===== config.mk =====
export PLATFORM = sky130hd
export DESIGN_NAME = vga_cmd_engine
export DESIGN_NICKNAME = d
export VERILOG_FILES = /design/src/rtl/vga_cmd_engine.sv
export SDC_FILE = /design/constraint.sdc
export NUM_CORES = 1
export LEC_CHECK = 0
export ABC_AREA = 0
export BUFFER_PORTS_ARGS = -buffer_cell sky130_fd_sc_hd__buf_2
export CELL_PAD_IN_SITES_DETAIL_PLACEMENT = 1
export CELL_PAD_IN_SITES_GLOBAL_PLACEMENT = 2
export CORE_ASPECT_RATIO = 1.75
export CORE_MARGIN = 4
export CORE_UTILIZATION = 36
export DETAILED_ROUTE_END_ITERATION = 8
export GPL_ROUTABILITY_DRIVEN = 0
export PLACE_DENSITY = 0.78
export RECOVER_POWER = 100
export SETUP_SLACK_MARGIN = 0.05
export SYNTH_ARGS = -nofsm -noshare
export SYNTH_HDL_FRONTEND = slang
export SYNTH_SLANG_ARGS = --single-unit

===== constraint.sdc =====
create_clock -name clk -period 3 [get_ports clk]
set_input_delay 0.6 -clock clk [delete_from_list [all_inputs] [get_ports clk]]
set_output_delay 0.6 -clock clk [all_outputs]
set_load 0.01 [all_outputs]

===== src/rtl/vga_cmd_engine.sv =====
// vga_cmd_engine: byte-stream command decoder feeding the pixel generator.
// Optional macro VGA_CMD_TIMEOUT_EN enables the payload-stall timeout.
module vga_cmd_engine #(
    parameter int COLOR_BITS = 4,
    parameter int FONT_AW = 12,
    parameter logic [3*COLOR_BITS-1:0] FG_RESET = 12'hFF0,
    parameter logic [3*COLOR_BITS-1:0] BG_RESET = 12'h208,
    parameter int TIMEOUT_CYCLES = 1024
) (
    input  logic                    clk,
    input  logic                    rst,
    input  logic                    in_valid,
    input  logic [7:0]              in_data,
    output logic                    in_ready,
    output logic                    font_we,
    output logic [FONT_AW-1:0]      font_waddr,
    output logic [7:0]              font_wdata,
    output logic [7:0]              pixreg,
    output logic [3*COLOR_BITS-1:0] fg_color,
    output logic [3*COLOR_BITS-1:0] bg_color,
    output logic                    busy,
    output logic                    err_cmd
);

    localparam logic [1:0] S_IDLE  = 2'd0;
    localparam logic [1:0] S_FONT  = 2'd1;
    localparam logic [1:0] S_PIX   = 2'd2;
    localparam logic [1:0] S_COLOR = 2'd3;

    localparam logic [FONT_AW:0] FONT_LAST = {1'b0, {FONT_AW{1'b1}}};

    logic [1:0]            state;
    logic [FONT_AW:0]      fcnt;
    logic [1:0]            cidx;
    logic                  ctgt;
    logic [COLOR_BITS-1:0] r_stg;
    logic [COLOR_BITS-1:0] g_stg;
    logic [COLOR_BITS-1:0] chan;
    logic                  accept;
    logic                  timeout;

    // Ready is held low only while reset is asserted.
    assign in_ready = ~rst;
    assign accept   = in_valid & in_ready;
    assign busy     = (state != S_IDLE);
    assign chan     = in_data[7 -: COLOR_BITS];

`ifdef VGA_CMD_TIMEOUT_EN
    localparam int SW = $clog2(TIMEOUT_CYCLES + 1);
    localparam logic [SW-1:0] STALL_LAST = SW'(TIMEOUT_CYCLES - 1);

    logic [SW-1:0] stall;

    assign timeout = busy && !accept && (stall == STALL_LAST);

    // Count idle cycles inside a payload; any accepted byte restarts it.
    always_ff @(posedge clk or posedge rst) begin
        if (rst)
            stall <= '0;
        else if (!busy || accept || timeout)
            stall <= '0;
        else
            stall <= stall + 1'b1;
    end
`else
    logic timeout_unused;

    assign timeout        = 1'b0;
    assign timeout_unused = (TIMEOUT_CYCLES > 1);
`endif

    // Command FSM, payload counters, staging and output registers.
    always_ff @(posedge clk or posedge rst) begin
        if (rst) begin
            state      <= S_IDLE;
            fcnt       <= '0;
            cidx       <= '0;
            ctgt       <= 1'b0;
            r_stg      <= '0;
            g_stg      <= '0;
            font_we    <= 1'b0;
            font_waddr <= '0;
            font_wdata <= '0;
            pixreg     <= '0;
            fg_color   <= FG_RESET;
            bg_color   <= BG_RESET;
            err_cmd    <= 1'b0;
        end else begin
            font_we <= 1'b0;
            if (timeout) begin
                state   <= S_IDLE;
                err_cmd <= 1'b1;
            end else if (accept) begin
                unique case (1'b1)
                    (state == S_IDLE): begin
                        fcnt <= '0;
                        cidx <= '0;
                        case (in_data)
                            8'h00: ;
                            8'h80: state <= S_FONT;
                            8'h81: state <= S_PIX;
                            8'h82: begin
                                state <= S_COLOR;
                                ctgt  <= 1'b0;
                            end
                            8'h83: begin
                                state <= S_COLOR;
                                ctgt  <= 1'b1;
                            end
                            default: err_cmd <= 1'b1;
                        endcase
                    end
                    (state == S_FONT): begin
                        font_we    <= 1'b1;
                        font_waddr <= fcnt[FONT_AW-1:0];
                        font_wdata <= in_data;
                        fcnt       <= fcnt + 1'b1;
                        if (fcnt == FONT_LAST)
                            state <= S_IDLE;
                    end
                    (state == S_PIX): begin
                        pixreg <= in_data;
                        state  <= S_IDLE;
                    end
                    (state == S_COLOR): begin
                        cidx <= cidx + 1'b1;
                        if (cidx == 2'd0)
                            r_stg <= chan;
                        else if (cidx == 2'd1)
                            g_stg <= chan;
                        else begin
                            if (ctgt)
                                bg_color <= {r_stg, g_stg, chan};
                            else
                                fg_color <= {r_stg, g_stg, chan};
                            state <= S_IDLE;
                        end
                    end
                    default: ;
                endcase
            end
        end
    end

endmodule


==> results_dict.tcl, run 1 <==
set metrics [dict create \
    cap_violations 1 \
    layout_min_cycle_time_ns 2.27 \
    cp_data_required_time_ns 3.22 \
    report.final.hold_viol_count 0 \
    ios 67 \
    grt_usage_pct 17.3 \
    synth.top_cell.area_share_pct 51.0 \
    max_slew_margin_pct -32.0 \
    met3WireLength_um 428 \
    dr.pass1.iters 4 \
    async_flop_share_pct 100 \
    num_antenna_cells 0 \
    grt_start_max_net_pins 81 \
    hpwl_mm 6.23 \
    clkTransAtPathRegs_ns 0.06 \
    worstPathMaxFanout 26 \
    worstSkewPairLatency_ns 0.33 \
    route.met2.wl_mm 4.92 \
    yosysSeqAreaShare_pct 58.6 \
    coreArea_mm2 0.00921 \
    fmax_mhz 440 \
    grt_pass1_vias 2743 \
    fp.dieW_um 81.9 \
    antenna_left 0 \
    finalSetupViolCount 0 \
    status "finished with violations" \
    critPathLaunchType "flop" \
    rows 46 \
    cts_tree "yes" \
    slowest_delay_ns 0.54 \
    drt_wl_total_mm 8.79 \
    r2r_slack_ns 0.73 \
    critical_path_arrival_ns 2.49 \
    cts_inserted_buffers 9 \
    grt_pass1_wl_mm 14.5 \
    routed.top_layer "met4" \
    tightest_slew_ns 1.98 \
    fin_crit_sh_pct 75.8 \
    synth.avg_cell_area_um2 11.6 \
    worst_hold_slack_ns 0.473 \
    synthToLayoutAreaGrowth_pct 19.6 \
    die_h_um 137 \
    critPathKind "reg2reg" \
    min_path_type "reg2reg" \
    drc 0 \
    hold_buffers 0 \
    cts_resized 0 \
    die_area_mm2 0.0112 \
    totalNegativeSetupSlack_ns 0 \
    synth_ff_type "dfrtp_1" \
    io_buffers 66 \
    skew_ns 0.00670 \
    endpoint_kind "flop" \
    placedCellCount 472 \
    ir_drop_mv 0.303 \
    power_density_mw_per_mm2 612 \
    cp_slowest_cell "clkbuf_2" \
    clkSinkCount 80 \
    synth.largest_area_cell "dfrtp_1" \
    vias_per_cell 5.08 \
    p_leak_uw 0.00195 \
    slew_viol_final 81 \
    n_fill_cell 1077 \
    critPathBufInv 2 \
    drtIter0Drc 160 \
    stdcell_count 488 \
    synth_cells 295 \
    synth_area_leaders "dfrtp_1 51%, mux2_2 14%, dfstp_2 7.6%, nand2_1 6.4%, o21ai_0 3.1%" \
    syn_area_mm2 0.00344 \
    drive_gt1_share_pct 23.1 \
    start_util_pct 37.3 \
    h-tree-depth 3 \
    layout.nets 382 \
    via_count 2477 \
    synth.distinct_cells 42 \
    rsz0062_at_grt "false" \
    antenna_found_initial 0 \
    wire_per_inst_um 18.0 \
    overflow 0 \
    syn_nets 314 \
    synth-edff-count 0 \
    cp_top_family "buffers and inverters" \
    cts_root_buf "clkbuf_16" \
    crit_chain "inv_1 -> ha_1 -> nand3b_1 -> clkbuf_2 -> o21ai_0 -> a22o_1" \
    wl_met1_mm 3.32 \
    violations "capacitance limit, slew limit" \
    cts_setup_buffers 0 \
    ys.warnings.count 0 \
    ys_ff_latch 80 \
    clockBufferDepth 2 \
]
## synth_stat cells (4+ instances only)
cell type  number
dfrtp_1        70
nand2_1        59
mux2_2         43
o21ai_0        21
nand3_1        11
dfstp_2        10
nor2_1         10
clkbuf_1        9
ha_1            8
inv_1           8
a21oi_1         4
a22o_1          4
nand4_1         4
## worst register-to-register path, cell delays in order (launching register included)
cell and delay (ns):
dfrtp_1 0.42, inv_1 0.10, ha_1 0.24, nand3b_1 0.43, clkbuf_2 0.54, o21ai_0 0.18, a22o_1 0.25
## final cells by class
| cell class | instances | area [um2] | share of cell area (%) |
|---|---|---|---|
| clock buffers | 12 | 246 | 6.00 |
| clock inverters | 4 | 76.3 | 1.86 |
| inverters | 9 | 35.0 | 0.853 |
| multi-input cells | 193 | 1310 | 31.9 |
| flip-flops and latches | 80 | 2010 | 49.0 |
| well taps | 120 | 150 | 3.66 |
| repair buffers | 70 | 275 | 6.70 |
## logic make-up (layout without fill, tap and decap cells)
group | Yosys count | after routing | share of synthesized area, %
xor gates and xnor gates | 1 | 1 | 0.255
buffers and inverters | 22 | 95 | 2.66
AOI/OAI and AO/OA | 37 | 37 | 6.66
adders and majority gates | 8 | 8 | 2.91
and+or+nand+nor | 102 | 102 | 14.2
muxes | 45 | 45 | 14.7
DFF | 80 | 80 | 58.6
## metrics by stage
stage / util (%) / total power, uW / setup WS, ns / cell area [um2]
floorplan: - / 1280 / 0.105 / 3440
global placement: 42.2 / 1350 / 0.779 / 3890
detailed placement: 42.2 / 1360 / 0.777 / 3890
CTS: 45.7 / 2560 / 0.771 / 4210
global route: 44.6 / 2630 / 0.325 / 4110
finish: 44.6 / 2510 / 0.727 / 4110
## report_power, final
group,internal [uW],switching (uW)
Clock,756,438
Sequential,1120,37.1
Combinational,51.8,109
## sequential cells by signal (all words and copies together) (netlist names), 2 cells and up
name,cells
fcnt,13
bg_color,12
fg_color,12
font_waddr,12
font_wdata,8
pixreg,8
g_stg,4
r_stg,4
cidx,2
state,2
## routing by layer
metal	global-route usage [%]	vias to the layer above
li1	-	1150
met2	31.5	60
met1	19.2	1256
met4	5.45	0
met3	4.65	11
met5	0	-
## cells in the final DEF, fill, tap and decap left out, drive strengths merged, types with 2 or more instances in the layout
cell type	Yosys	layout
a21oi	4	4
a22o	4	4
and4	2	2
buf	4	8
bufinv	0	2
clkbuf	9	74
clkinvlp	0	2
dfrtp	70	70
dfstp	10	10
ha	8	8
inv	9	9
mux2	44	44
nand2	59	59
nand3	11	11
nand4	5	5
nor2	10	10
nor2b	2	2
nor3	2	2
nor3b	2	2
o211ai	2	2
o21ai	22	22
o41ai	2	2
## worst paths after layout
kind / startpoint / cells past startpoint / to
setup / recovery: state[1] / 6 / fcnt[8]
hold / removal: err_cmd / 1 / err_cmd
setup reg to reg: state[1] / 6 / fcnt[8]
hold reg to reg: err_cmd / 1 / err_cmd
max in group asynchronous: rst / 3 / err_cmd
min in group asynchronous: rst / 3 / fcnt[11]
Power figures use the tool's default switching activity.
==> inputs of run 2 (changes only) <==
--- a/config.mk
+++ b/config.mk
@@ -5,16 +5,16 @@
 export SDC_FILE = /design/constraint.sdc
 export NUM_CORES = 1
 export LEC_CHECK = 0
-export ABC_AREA = 0
+export ABC_AREA = 1
 export BUFFER_PORTS_ARGS = -buffer_cell sky130_fd_sc_hd__buf_2
 export CELL_PAD_IN_SITES_DETAIL_PLACEMENT = 1
 export CELL_PAD_IN_SITES_GLOBAL_PLACEMENT = 2
 export CORE_ASPECT_RATIO = 1.75
 export CORE_MARGIN = 4
-export CORE_UTILIZATION = 36
+export CORE_UTILIZATION = 29
 export DETAILED_ROUTE_END_ITERATION = 8
 export GPL_ROUTABILITY_DRIVEN = 0
-export PLACE_DENSITY = 0.78
+export PLACE_DENSITY = 0.73
 export RECOVER_POWER = 100
 export SETUP_SLACK_MARGIN = 0.05
 export SYNTH_ARGS = -nofsm -noshare
==> constraint.sdc (replaced) <==
create_clock -name clk -period 1.9 [get_ports clk]
set_input_delay 0.38 -clock clk [delete_from_list [all_inputs] [get_ports clk]]
set_output_delay 0.38 -clock clk [all_outputs]
set_load 0.01 [all_outputs]
==> results_dict.tcl, run 2 <==
set metrics [dict create \
    worstPathMaxFanout 4 \
    fin_util_pct 35.9 \
    p_leak_uw 0.00188 \
    critPathLaunchType "flop" \
    num_antenna_cells 0 \
    critPathBufInv 3 \
    slowest_delay_ns 0.40 \
    synth_area_leaders "dfrtp_1 51%, nand2_1 12%, dfstp_2 7.7%, o21ai_0 6.3%, inv_1 4.7%" \
    ys.warnings.count 0 \
    io_buffers 66 \
    cap_violations 0 \
    mostFrequentLayoutCell "nand2_1" \
    grt_pass1_wl_mm 15.2 \
    cts_inserted_buffers 9 \
    syn_area_mm2 0.00340 \
    hpwl_mm 6.74 \
    synth_ff_type "dfrtp_1" \
    status "complete, no violations" \
    critical_path_arrival_ns 1.31 \
    synthToLayoutAreaGrowth_pct 21.4 \
    yosysSeqAreaShare_pct 59.2 \
    die_area_mm2 0.0136 \
    r2r_slack_ns 0.22 \
    slew_viol_final 0 \
    max_slew_margin_pct 36.8 \
    antenna_found_initial 0 \
    grt_start_max_net_pins 69 \
    syn_nets 400 \
    yosysMostFrequentCell "nand2_1" \
    die_h_um 151 \
    synth.largest_area_cell "dfrtp_1" \
    synth.avg_cell_area_um2 8.93 \
    synth_cells 381 \
    fp.dieW_um 89.9 \
    synth_common_cells "108 x nand2_1, 70 x dfrtp_1, 43 x inv_1, 43 x o21ai_0, 24 x o21ai_1" \
    totalNegativeSetupSlack_ns 0 \
    grt_usage_pct 14.3 \
    cts_tree "yes" \
    fin_crit_sh_pct 89.1 \
    start_util_pct 29.5 \
    cp_slowest_cell "dfrtp_1" \
    skew_ns 0.00653 \
    fin_total_pwr_uw 4360 \
    n_fill_cell 1417 \
    drtIter0Drc 118 \
    rsz0062_at_grt "false" \
    crit_path_frequent_cell "inv_1" \
    regToRegStartpoint "state[0]" \
    grt_pass1_vias 2975 \
    clkSinkCount 80 \
    layout_min_cycle_time_ns 1.69 \
    antenna_left 0 \
    hold_buffers 0 \
    cts_resized 0 \
    finalSetupViolCount 0 \
    overflow 0 \
    endpoint_kind "output port" \
    synth-edff-count 0 \
    startpoint "state[0]" \
    h-tree-depth 3 \
    crit_chain "inv_1 -> ha_1 -> inv_1 -> clkbuf_1" \
    tightest_slew_ns 0.948 \
    rows 52 \
    drt_wl_total_mm 9.01 \
    cp_top_family "flip-flops" \
    cts_setup_buffers 0 \
    cp_data_required_time_ns 1.52 \
    drc 0 \
    worstSkewPairLatency_ns 0.34 \
    synth.top_cell.area_share_pct 51.5 \
    report.final.hold_viol_count 0 \
    ios 67 \
    vias_per_cell 4.66 \
    layout_common_cells "108 x nand2_1, 70 x dfrtp_1, 60 x clkbuf_1" \
    synth.distinct_cells 24 \
    min_path_type "in2async" \
    dr.pass1.iters 4 \
    critPathKind "reg2out" \
    clkTransAtPathRegs_ns 0.06 \
    largest_reg_flops 13 \
    regMostFlops "fcnt" \
    drive_gt1_share_pct 10.5 \
    layout.nets 479 \
    power_density_mw_per_mm2 1060 \
    via_count 2797 \
    wire_per_inst_um 15.0 \
    async_flop_share_pct 100 \
    ys_ff_latch 80 \
    cts_root_buf "clkbuf_16" \
    coreArea_mm2 0.0115 \
    clockBufferDepth 2 \
    fmax_mhz 591 \
    ir_drop_mv 0.538 \
]
run 2: power breakdown:
| group | leakage, uW | total, uW | internal, uW | switching [uW] |
|---|---|---|---|---|
| combinational | 0.000696 | 724 | 247 | 477 |
| sequential | 0.00105 | 2050 | 1910 | 144 |
| clock | 0.000126 | 1580 | 885 | 698 |
| total | 0.00188 | 4360 | 3040 | 1320 |
run 2: per-stage QoR:
step / hold slack [ns] / cell area (um2) / setup WS (ns) / instances
2_1_floorplan: 0.341 / 3410 / 0.153 / 381
6_report: 0.163 / 4130 / 0.207 / 600
3_5_place_dp: 0.446 / 3930 / 0.181 / 581
4_1_cts: 0.0765 / 4190 / 0.156 / 597
3_3_place_gp: 0.438 / 3930 / 0.247 / 581
5_1_grt: 0.185 / 4130 / 0.0381 / 600
run 2: worst paths after layout:
kind                           endpoint  depth (start not counted)
max in group asynchronous       fcnt[9]                          3
min reg2reg                 fg_color[6]                          2
max                                busy                          4
max reg2reg                bg_color[11]                          6
min                         bg_color[1]                          3
min in group clk              pixreg[2]                          3
run 2: worst reg2reg max path, stage by stage (launching register included):
cell and delay, ns:
dfrtp_1 0.40, ha_1 0.30, nor3b_1 0.33, nand3_2 0.09
clkbuf_4 0.26, nand2_1 0.11, o21ai_0 0.08
run 2: layout make-up:
type / count / area [um2] / share of cell area, %
clock buffer: 11 / 233 / 5.63
timing repair buffer: 78 / 343 / 8.30
clock inverter: 5 / 33.8 / 0.818
inverter: 45 / 170 / 4.12
sequential: 80 / 2010 / 48.8
multi-input combinational: 246 / 1170 / 28.3
tap: 135 / 169 / 4.09
run 2: cells by family after synthesis:
| logic type | after synthesis | share of synthesized area [%] |
|---|---|---|
| compound gates | 76 | 11.8 |
| xor+xnor | 1 | 0.257 |
| fa+ha+maj | 8 | 2.94 |
| buf+inv | 55 | 6.33 |
| flops | 80 | 59.2 |
| simple gates | 161 | 19.5 |
run 2: routing by layer:
| layer | wire, um | GRT usage, % |
|---|---|---|
| met4 | 169 | 5.67 |
| met2 | 4750 | 25.7 |
| met3 | 475 | 4.17 |
| met5 | 0 | 0 |
| met1 | 3620 | 15.9 |
